[config.mk]
export PLATFORM = sky130hd
export DESIGN_NAME = prio_encoder_arb
export DESIGN_NICKNAME = d
export VERILOG_FILES = /design/src/rtl/prio_encoder_pkg.sv /design/src/rtl/prio_pick.sv /design/src/rtl/prio_encoder_arb.sv
export SDC_FILE = /design/constraint.sdc
export NUM_CORES = 1
export LEC_CHECK = 0
export CAP_MARGIN = 20
export CELL_PAD_IN_SITES_DETAIL_PLACEMENT = 1
export CELL_PAD_IN_SITES_GLOBAL_PLACEMENT = 2
export CORE_UTILIZATION = 28
export CTS_CLUSTER_SIZE = 14
export DETAILED_ROUTE_END_ITERATION = 12
export PLACE_DENSITY = 0.79
export SLEW_MARGIN = 10
export SYNTH_ARGS = -nofsm -noshare
export SYNTH_HDL_FRONTEND = slang
export SYNTH_HIERARCHICAL = 1
export SYNTH_SLANG_ARGS = --single-unit
export TNS_END_PERCENT = 30
[constraint.sdc]
create_clock -name clk -period 6.9 [get_ports clk]
set_clock_uncertainty 0.15 [all_clocks]
set_input_delay 1.035 -clock clk [delete_from_list [all_inputs] [get_ports clk]]
set_output_delay 1.035 -clock clk [all_outputs]
set_load 0.05 [all_outputs]
[src/rtl/prio_encoder_pkg.sv]
// Shared constants and helpers for the registered priority encoder / arbiter.
package prio_encoder_pkg;

  localparam logic MODE_FIXED = 1'b0;
  localparam logic MODE_RR    = 1'b1;

  // Successor of index s in a ring of n entries; n need not be a power of two.
  function automatic int unsigned wrap_inc(input int unsigned s, input int unsigned n);
    if (s >= n - 32'd1) begin
      return 32'd0;
    end else begin
      return s + 32'd1;
    end
  endfunction

endpackage

[src/rtl/prio_pick.sv]
// Combinational find-first-set over an N-bit vector, starting the scan at a
// given index and wrapping around (double-width mask technique).
module prio_pick #(
  parameter  int N = 8,
  localparam int W = $clog2(N)
) (
  input  logic [N-1:0] vec,
  input  logic [W-1:0] start,
  output logic         found,
  output logic [W-1:0] idx
);

  logic [2*N-1:0] dbl_s;
  logic [2*N-1:0] masked_s;

  // Drop bits below start in the lower copy; the upper copy supplies the wrap.
  always_comb begin
    dbl_s    = {vec, vec};
    masked_s = '0;
    for (int i = 0; i < 2*N; i++) begin
      if (i >= int'(start)) begin
        masked_s[i] = dbl_s[i];
      end else begin
        masked_s[i] = 1'b0;
      end
    end
  end

  // Lowest set bit of the masked vector, folded back into 0..N-1.
  always_comb begin
    found = 1'b0;
    idx   = '0;
    for (int i = 0; i < 2*N; i++) begin
      if (!found && masked_s[i]) begin
        found = 1'b1;
        if (i >= N) begin
          idx = W'(i - N);
        end else begin
          idx = W'(i);
        end
      end else begin
        found = found;
      end
    end
  end

endmodule

[src/rtl/prio_encoder_arb.sv]
// Sticky pending register feeding a one-entry valid/ready output stage that
// grants one request index per handshake, fixed-priority or round-robin.
module prio_encoder_arb
  import prio_encoder_pkg::*;
#(
  parameter  int N  = 8,
  localparam int W  = $clog2(N),
  localparam int CW = $clog2(N + 1)
) (
  input  logic          clk,
  input  logic          rst,
  input  logic          rr_en,
  input  logic          in_valid,
  input  logic [N-1:0]  in,
  output logic          out_valid,
  input  logic          out_ready,
  output logic [W-1:0]  out,
  output logic [N-1:0]  pending,
  output logic [CW-1:0] pend_cnt
);

  logic [N-1:0]  pending_q, pending_d;
  logic [CW-1:0] pend_cnt_q, pend_cnt_d;
  logic [W-1:0]  ptr_q, ptr_d;
  logic [W-1:0]  out_q, out_d;
  logic          out_valid_q, out_valid_d;

  logic          load_s;
  logic          sel_s;
  logic [W-1:0]  start_s;
  logic          found_s;
  logic [W-1:0]  pick_idx_s;
  logic [N-1:0]  sel_clr_s;

  // Selection always looks at the registered pending vector, never at in.
  prio_pick #(.N(N)) u_pick (
    .vec   (pending_q),
    .start (start_s),
    .found (found_s),
    .idx   (pick_idx_s)
  );

  // Next-state logic for pending, pointer and output stage.
  always_comb begin
    load_s = !out_valid_q || out_ready;
    if (rr_en == MODE_RR) begin
      start_s = ptr_q;
    end else begin
      start_s = '0;
    end
    sel_s = load_s && found_s;

    sel_clr_s = '0;
    if (sel_s) begin
      sel_clr_s[pick_idx_s] = 1'b1;
    end else begin
      sel_clr_s = '0;
    end

    // Set is applied after clear so a re-request of the granted index survives.
    if (in_valid) begin
      pending_d = (pending_q & ~sel_clr_s) | in;
    end else begin
      pending_d = pending_q & ~sel_clr_s;
    end

    pend_cnt_d = '0;
    for (int i = 0; i < N; i++) begin
      pend_cnt_d = pend_cnt_d + CW'(pending_d[i]);
    end

    out_valid_d = out_valid_q;
    out_d       = out_q;
    ptr_d       = ptr_q;
    if (load_s) begin
      out_valid_d = found_s;
      if (found_s) begin
        out_d = pick_idx_s;
        ptr_d = W'(wrap_inc(32'(pick_idx_s), 32'(N)));
      end else begin
        out_d = out_q;
      end
    end else begin
      out_valid_d = out_valid_q;
    end
  end

  // State registers with synchronous reset.
  always_ff @(posedge clk) begin
    if (rst) begin
      pending_q   <= '0;
      pend_cnt_q  <= '0;
      ptr_q       <= '0;
      out_q       <= '0;
      out_valid_q <= 1'b0;
    end else begin
      pending_q   <= pending_d;
      pend_cnt_q  <= pend_cnt_d;
      ptr_q       <= ptr_d;
      out_q       <= out_d;
      out_valid_q <= out_valid_d;
    end
  end

  assign out_valid = out_valid_q;
  assign out       = out_q;
  assign pending   = pending_q;
  assign pend_cnt  = pend_cnt_q;

endmodule

* Word-level counts from Yosys, hierarchy flattened *
Cells that the tools add are included.

word-level totals
  bits in registers = 19
  bits of input ports = 13
  output and inout bits = 16
  word-level logic and storage cells = 105

cells by class
  magnitude comparators = 10
  $add $sub $neg = 8
  muxes and demuxes = 44
  bitwise logic cells = 3
  reduce and logical (&&, ||, !) cells = 35

operators with widths
  cell                 number
  $mux 3               14
  $mux 1               25
  $logic_and 1x1->1    17
  $add 4x1->4          4
  $logic_not 1->1      16
  $mux 8               2
  $ge 3x3->1 const A   3
  $and 8x8->8          1
  $not 8->8            1
  $or 8x8->8           1
  $ge 1x3->1 const A   2
  $ge 2x3->1 const A   2
  $add 3x1->4          1
  $lt 3x4->1 const B   1
  $mux 2               2
  $add 2x1->3          1
  $add 3x1->3 const B  1
  $demux 1 s3          1
  $ge 3x1->1 const B   1
  $ge 3x3->1 const B   1
  $add 1x1->2          1
  $reduce_and 2->1     1
  $logic_or 1x1->1     1

* Longest topological paths before layout *
  depth in word-level cells = 65
  mapped depth = 19
  mapped depth without buffers = 18

* Hierarchy *
Netlist, hierarchy kept.

modules (own cells, without submodules)
  module            cells an instance  times used  sequential area each (µm²)  area each (µm²)
  prio_encoder_arb  109                1           380.4                       977.2
  prio_pick         43                 1           0.0                         270.3

* Worst setup path after synthesis *
Ideal clock, no wire load.

  kind = input-to-reg
  from = input port rr_en
  to = register pend_cnt_q[2] (netlist: pend_cnt[2])
  path slack = 1.703 ns
  arrival time = 4.919 ns
  stages on the path = 19
  setup time = 0.128 ns
  required time = 6.622 ns
  path buffers = 2
  path through = and2_1 -> clkbuf_1 -> a21boi_1 -> o21bai_1 -> nand2_1 -> o311ai_1 -> and3_1 -> buf_2 -> a31oi_1 -> fa_1 -> inv_1 -> fa_1 -> fa_1 -> inv_1 -> ha_1 -> inv_1 -> fa_1 -> xor2_1 -> nor2_1

between the ends
  longest elaborated chain between the ends = 65
  elaborated cells on any way between the ends = 94
  those cells by class = add/sub (7); order compare (9); mux (43); bitwise (3); reduce/logical (32)

ends and longest elaborated chain
  item                           line                                            source
  start: declaration             prio_encoder_arb.sv:12                          input logic rr_en,
  $mux 3 (*)                     prio_encoder_arb.sv:46                          if (rr_en == MODE_RR) begin
  $ge 1x3->1                     prio_pick.sv:21                                 if (i >= int'(start)) begin
  $mux 1                         prio_pick.sv:21
  $mux 1                         prio_pick.sv:34                                 if (!found && masked_s[i]) begin
  $logic_not 1->1                prio_pick.sv:34
  $logic_and 1x1->1              prio_pick.sv:34
  $mux 1                         prio_pick.sv:34
  $logic_not 1->1                prio_pick.sv:34
  [41 not listed]                -
  net pick_idx_s[0]              prio_encoder_arb.sv:32                          logic [W-1:0] pick_idx_s;
  [6 not listed]                 -
  $and 8x8->8 (*)                prio_encoder_arb.sv:62, prio_encoder_arb.sv:64
  $or 8x8->8                     prio_encoder_arb.sv:62                          pending_d = (pending_q & ~sel_clr_s) | in;
  $mux 8 (*)                     prio_encoder_arb.sv:61                          if (in_valid) begin
  net pending_d[1]               prio_encoder_arb.sv:22                          logic [N-1:0] pending_q, pending_d;
  $add 1x1->2 (*)                prio_encoder_arb.sv:69                          pend_cnt_d = pend_cnt_d + CW'(pending_d[i]);
  $add 2x1->3 (*)                prio_encoder_arb.sv:69
  $add 3x1->4 (*)                prio_encoder_arb.sv:69
  $add 4x1->4 (*) (4 in series)  prio_encoder_arb.sv:69
  end signal: assignment         prio_encoder_arb.sv:98                          pend_cnt_q <= pend_cnt_d;
  end: declaration               prio_encoder_arb.sv:23                          logic [CW-1:0] pend_cnt_q, pend_cnt_d;

Mark *: on every way through the listed nets, which the timed path passes. The rest lies on a longest branch.
A chain may end at the register's enable or synchronous reset.

* Final worst setup path *
  from = input port rr_en
  to = register pend_cnt_q[2] (netlist: pend_cnt[2])

between the ends
  longest elaborated chain between the ends = 65
  elaborated cells on any way between the ends = 94
  those cells by class = add/sub (7); order compare (9); mux (43); bitwise (3); reduce/logical (32)

ends and longest elaborated chain
  item                           line                                            source
  $mux 3 (*)                     prio_encoder_arb.sv:46
  net start_s[1]                 prio_encoder_arb.sv:30                          logic [W-1:0] start_s;
  $ge 1x3->1                     prio_pick.sv:21
  $mux 1                         prio_pick.sv:21
  $mux 1                         prio_pick.sv:34
  $logic_not 1->1                prio_pick.sv:34
  $logic_and 1x1->1              prio_pick.sv:34
  $mux 1                         prio_pick.sv:34
  [42 not listed]                -
  net pick_idx_s[0]              prio_encoder_arb.sv:32
  [6 not listed]                 -
  $and 8x8->8 (*)                prio_encoder_arb.sv:62, prio_encoder_arb.sv:64
  $or 8x8->8                     prio_encoder_arb.sv:62
  $mux 8 (*)                     prio_encoder_arb.sv:61
  net pending_d[1]               prio_encoder_arb.sv:22
  $add 1x1->2 (*)                prio_encoder_arb.sv:69
  $add 2x1->3 (*)                prio_encoder_arb.sv:69
  $add 3x1->4 (*)                prio_encoder_arb.sv:69
  $add 4x1->4 (*) (4 in series)  prio_encoder_arb.sv:69

Marked as above.

==> impl_results.md <==
* Status: finished, final reports clean
* PD cells at 345.3 nW/µm²
* Via-to-Cell Ratio at 5.609
* # rows at 23
* First-pass DRT Iterations at 4
* Routed WL at 3808 µm
* DRT iter0 DRCs at 54
* Yosys reg bits at 19
* Number of post-CTS setup repair buffers at 0
* R2r setup slk at 1.87 ns
* Core area at 4144 µm²
* Clk pwr share at 14.7%
* Critical path origin: rr_en
* Setup CP Type: input port to flip-flop
* Diode count at 0
* Antenna violations before repair at 0
* Slew @ Worst Pin at 0.7684 ns
* Pint at 0.0002995 W
* Min-delay src: ptr_q[0]$_SDFFE_PP0P_
* Fin util at 39.19%
* Final hold viol count at 0
* Skew-Pair Late Insertion Delay at 0.27 ns
* Yosys top cell area share at 30.49%
* Worst hold path class: flip-flop to flip-flop
* Crit-path max FO at 9
* Fin. max-slew vios at 0
* Die width at 68.75 µm
* Largest cells by area after synthesis: dfxtp_1, a21oi_1, fa_1, ha_1, a311oi_1
* Reg2reg path depth at 17
* Commonest cells in the netlist: a21oi_1, dfxtp_1, nand2_1
* Vias after detailed routing at 1290
* Layout Area Growth over Synthesis at 30.19%
* Global-route wire length before repair at 6348 µm
* Unique masters post-synth at 40
* Critical Path AT at 5.96 ns
* Post-Synthesis Net Count at 174
* Comb power frac at 58.4%
* Worst IR Drop VDD at 0.1568 mV
* Cells after Synth at 152
* Final critical-path required period at 5.977 ns
* RSZ-0062 raised after global routing: no
* IO Pins at 29
* Mean post-synth cell area at 8.207 µm²
* Post-placement cell count at 226
* Detailed placer's ending HPWL at 2898 µm
* Setup TNS at 0 ns
* F_max at 167.3 MHz
* Yosys warns at 6
* Crit end category: flip-flop
* Asr flop ratio synth at 0%
* Worst EP required at 6.89 ns
* Setup slack after layout at 0.9234 ns
* Nets at 203
* Hold_buf cts at 0
* GP Congestion at 0.7899
* CTS H-tree depth at 1
* Pre-CTS setup slack at 0.6687 ns
* CTS tree: yes
* Hold Crit Depth at 2
* Total die area at 4726 µm²
* Total power at 0.0005609 W
* Per-cell routed wire length at 16.56 µm
* Gr usage total at 18.51%
* Synth area leader: dfxtp_1
* Max_cap viols at 0
* I/O Buffers at 28
* Slew HR at 48.54%
* Clk slew on worst S/H paths at 0.08 ns
* Gr ovfl total at 0
* Final setup fails at 0
* Post-CTS resize count at 0
* Largest net degree at the start of global routing at 20
* Share of cells above drive strength 1 at 7.222%
* R2r endpoint: pend_cnt[2]$_SDFF_PP0_
* Worst setup SP type: input port
* Reg power frac at 27.0%
* CTS buffer count at 3
* Worst R2R Start: ptr_q[1]$_SDFFE_PP0P_
* Most frequent cell after synthesis: a21oi_1
* Clock sink count at 19
* Initial core utilization at 30.10%
* Fin crit share at 86.62%
* Die Ht at 68.75 µm
* DR DRC count at 0
* Main synth FF type: dfxtp_1
* Final non-filler cell total at 230
* Routed Antenna Nets at 0
* Vias in the first global route at 1288
* Clock tree buffer depth at 2
* Switching part of the total at 46.60%
* P_leak at 0.6151 nW
* Sw power at 0.0002613 W
* Synthesized area at 1247 µm²
* Post-synth EDFFs at 0
* Post-synthesis sequential area ratio at 30.49%
* CTS Root Buffer Type: clkbuf_8
* Hold EP: ptr_q[0]$_SDFFE_PP0P_
-- worst max-delay path: stages --
cell	delay, ns
clkdlybuf4s50_1	0.48
and2_1	0.29
a21boi_1	0.14
o21bai_1	0.24
nand2_1	0.11
o311ai_1	0.62
and3_1	0.47
a31oi_1	0.18
fa_1	0.56
inv_1	0.05
fa_1	0.49
fa_1	0.42
inv_1	0.08
ha_1	0.17
inv_1	0.06
fa_1	0.38
xor2_1	0.14
nor2_1	0.05
-- metrics by stage --
stage | area (µm²) | hold slack [ns]
after floorplan | 1247 | 0.2946
after global placement | 1578 | 0.3223
after detailed placement | 1578 | 0.3237
after CTS | 1624 | 0.3341
after global routing | 1624 | 0.3620
final | 1624 | 0.3239
-- flip-flops by register name, summed over array words and instances (netlist names) --
name and flops:
pend_cnt 4, ptr_q 3, pending 8, out_valid 1, out 3
-- power by group through the flow --
stage	clock [W]	combinational (W)	sequential, W
3_5_place_dp	0	0.000328	0.000154
6_report	0.0000822	0.000327	0.000151
3_3_place_gp	0	0.000314	0.000154
2_1_floorplan	0	0.000172	0.000206
4_1_cts	0.0000842	0.000330	0.000152
5_1_grt	0.0000877	0.000365	0.000155
-- metal layers --
metal | track usage (%) | share of wire, % | wire, µm
met1 | 23.28 | 45 | 1730
met2 | 32.35 | 50 | 1892
met3 | 2.961 | 3.5 | 132
met4 | 5.357 | 1.4 | 52
met5 | 0 | 0 | 0
-- worst max path at each step --
stage / cells past startpoint / slack [ns] / endpoint
4_1_cts: 17 / 0.94 / pend_cnt[1]$_SDFF_PP0_
6_report: 18 / 0.92 / pend_cnt[2]$_SDFF_PP0_
3_5_place_dp: 18 / 0.67 / pend_cnt[2]$_SDFF_PP0_
5_1_grt: 18 / 0.62 / pend_cnt[2]$_SDFF_PP0_
3_3_place_gp: 18 / 0.91 / pend_cnt[2]$_SDFF_PP0_
2_1_floorplan: 19 / 1.70 / pend_cnt[2]$_SDFF_PP0_
-- cell type report --
type	count	area, µm²
fillers	495	2520
multi-input cells	119	813.3
flip-flops and latches	19	380.4
repair buffers	29	287.8
well taps	50	62.56
clock buffers	3	41.29
inverters	9	33.78
clock inverters	1	5.005
-- cells in the final DEF, fill, tap and decap left out, types with 2 or more instances in the layout --
master | synthesis | layout
o31ai_1 | 2 | 2
fa_1 | 4 | 4
clkbuf_8 | 0 | 3
o21ai_0 | 9 | 9
nand2b_1 | 3 | 3
nand3_1 | 6 | 6
a21boi_0 | 3 | 3
clkdlybuf4s50_1 | 0 | 28
a22o_1 | 2 | 2
nor3b_1 | 2 | 2
nor2_1 | 10 | 10
nand2_1 | 12 | 12
a31o_2 | 2 | 2
and2_1 | 4 | 4
dfxtp_1 | 19 | 19
a21oi_1 | 20 | 20
a311oi_1 | 6 | 6
inv_1 | 8 | 8
nor2b_1 | 6 | 6
a31oi_1 | 5 | 5
ha_1 | 5 | 5
-- cells by family after synthesis --
group	count (synthesis)	synth area share, %
buffers and inverters	14	4.312
DFF	19	30.49
adders and majority gates	9	11.43
xor gates and xnor gates	1	0.7022
and+or+nand+nor	51	21.57
AOI/OAI and AO/OA	58	31.50
Note: power is estimated with default switching activity, not from simulation.
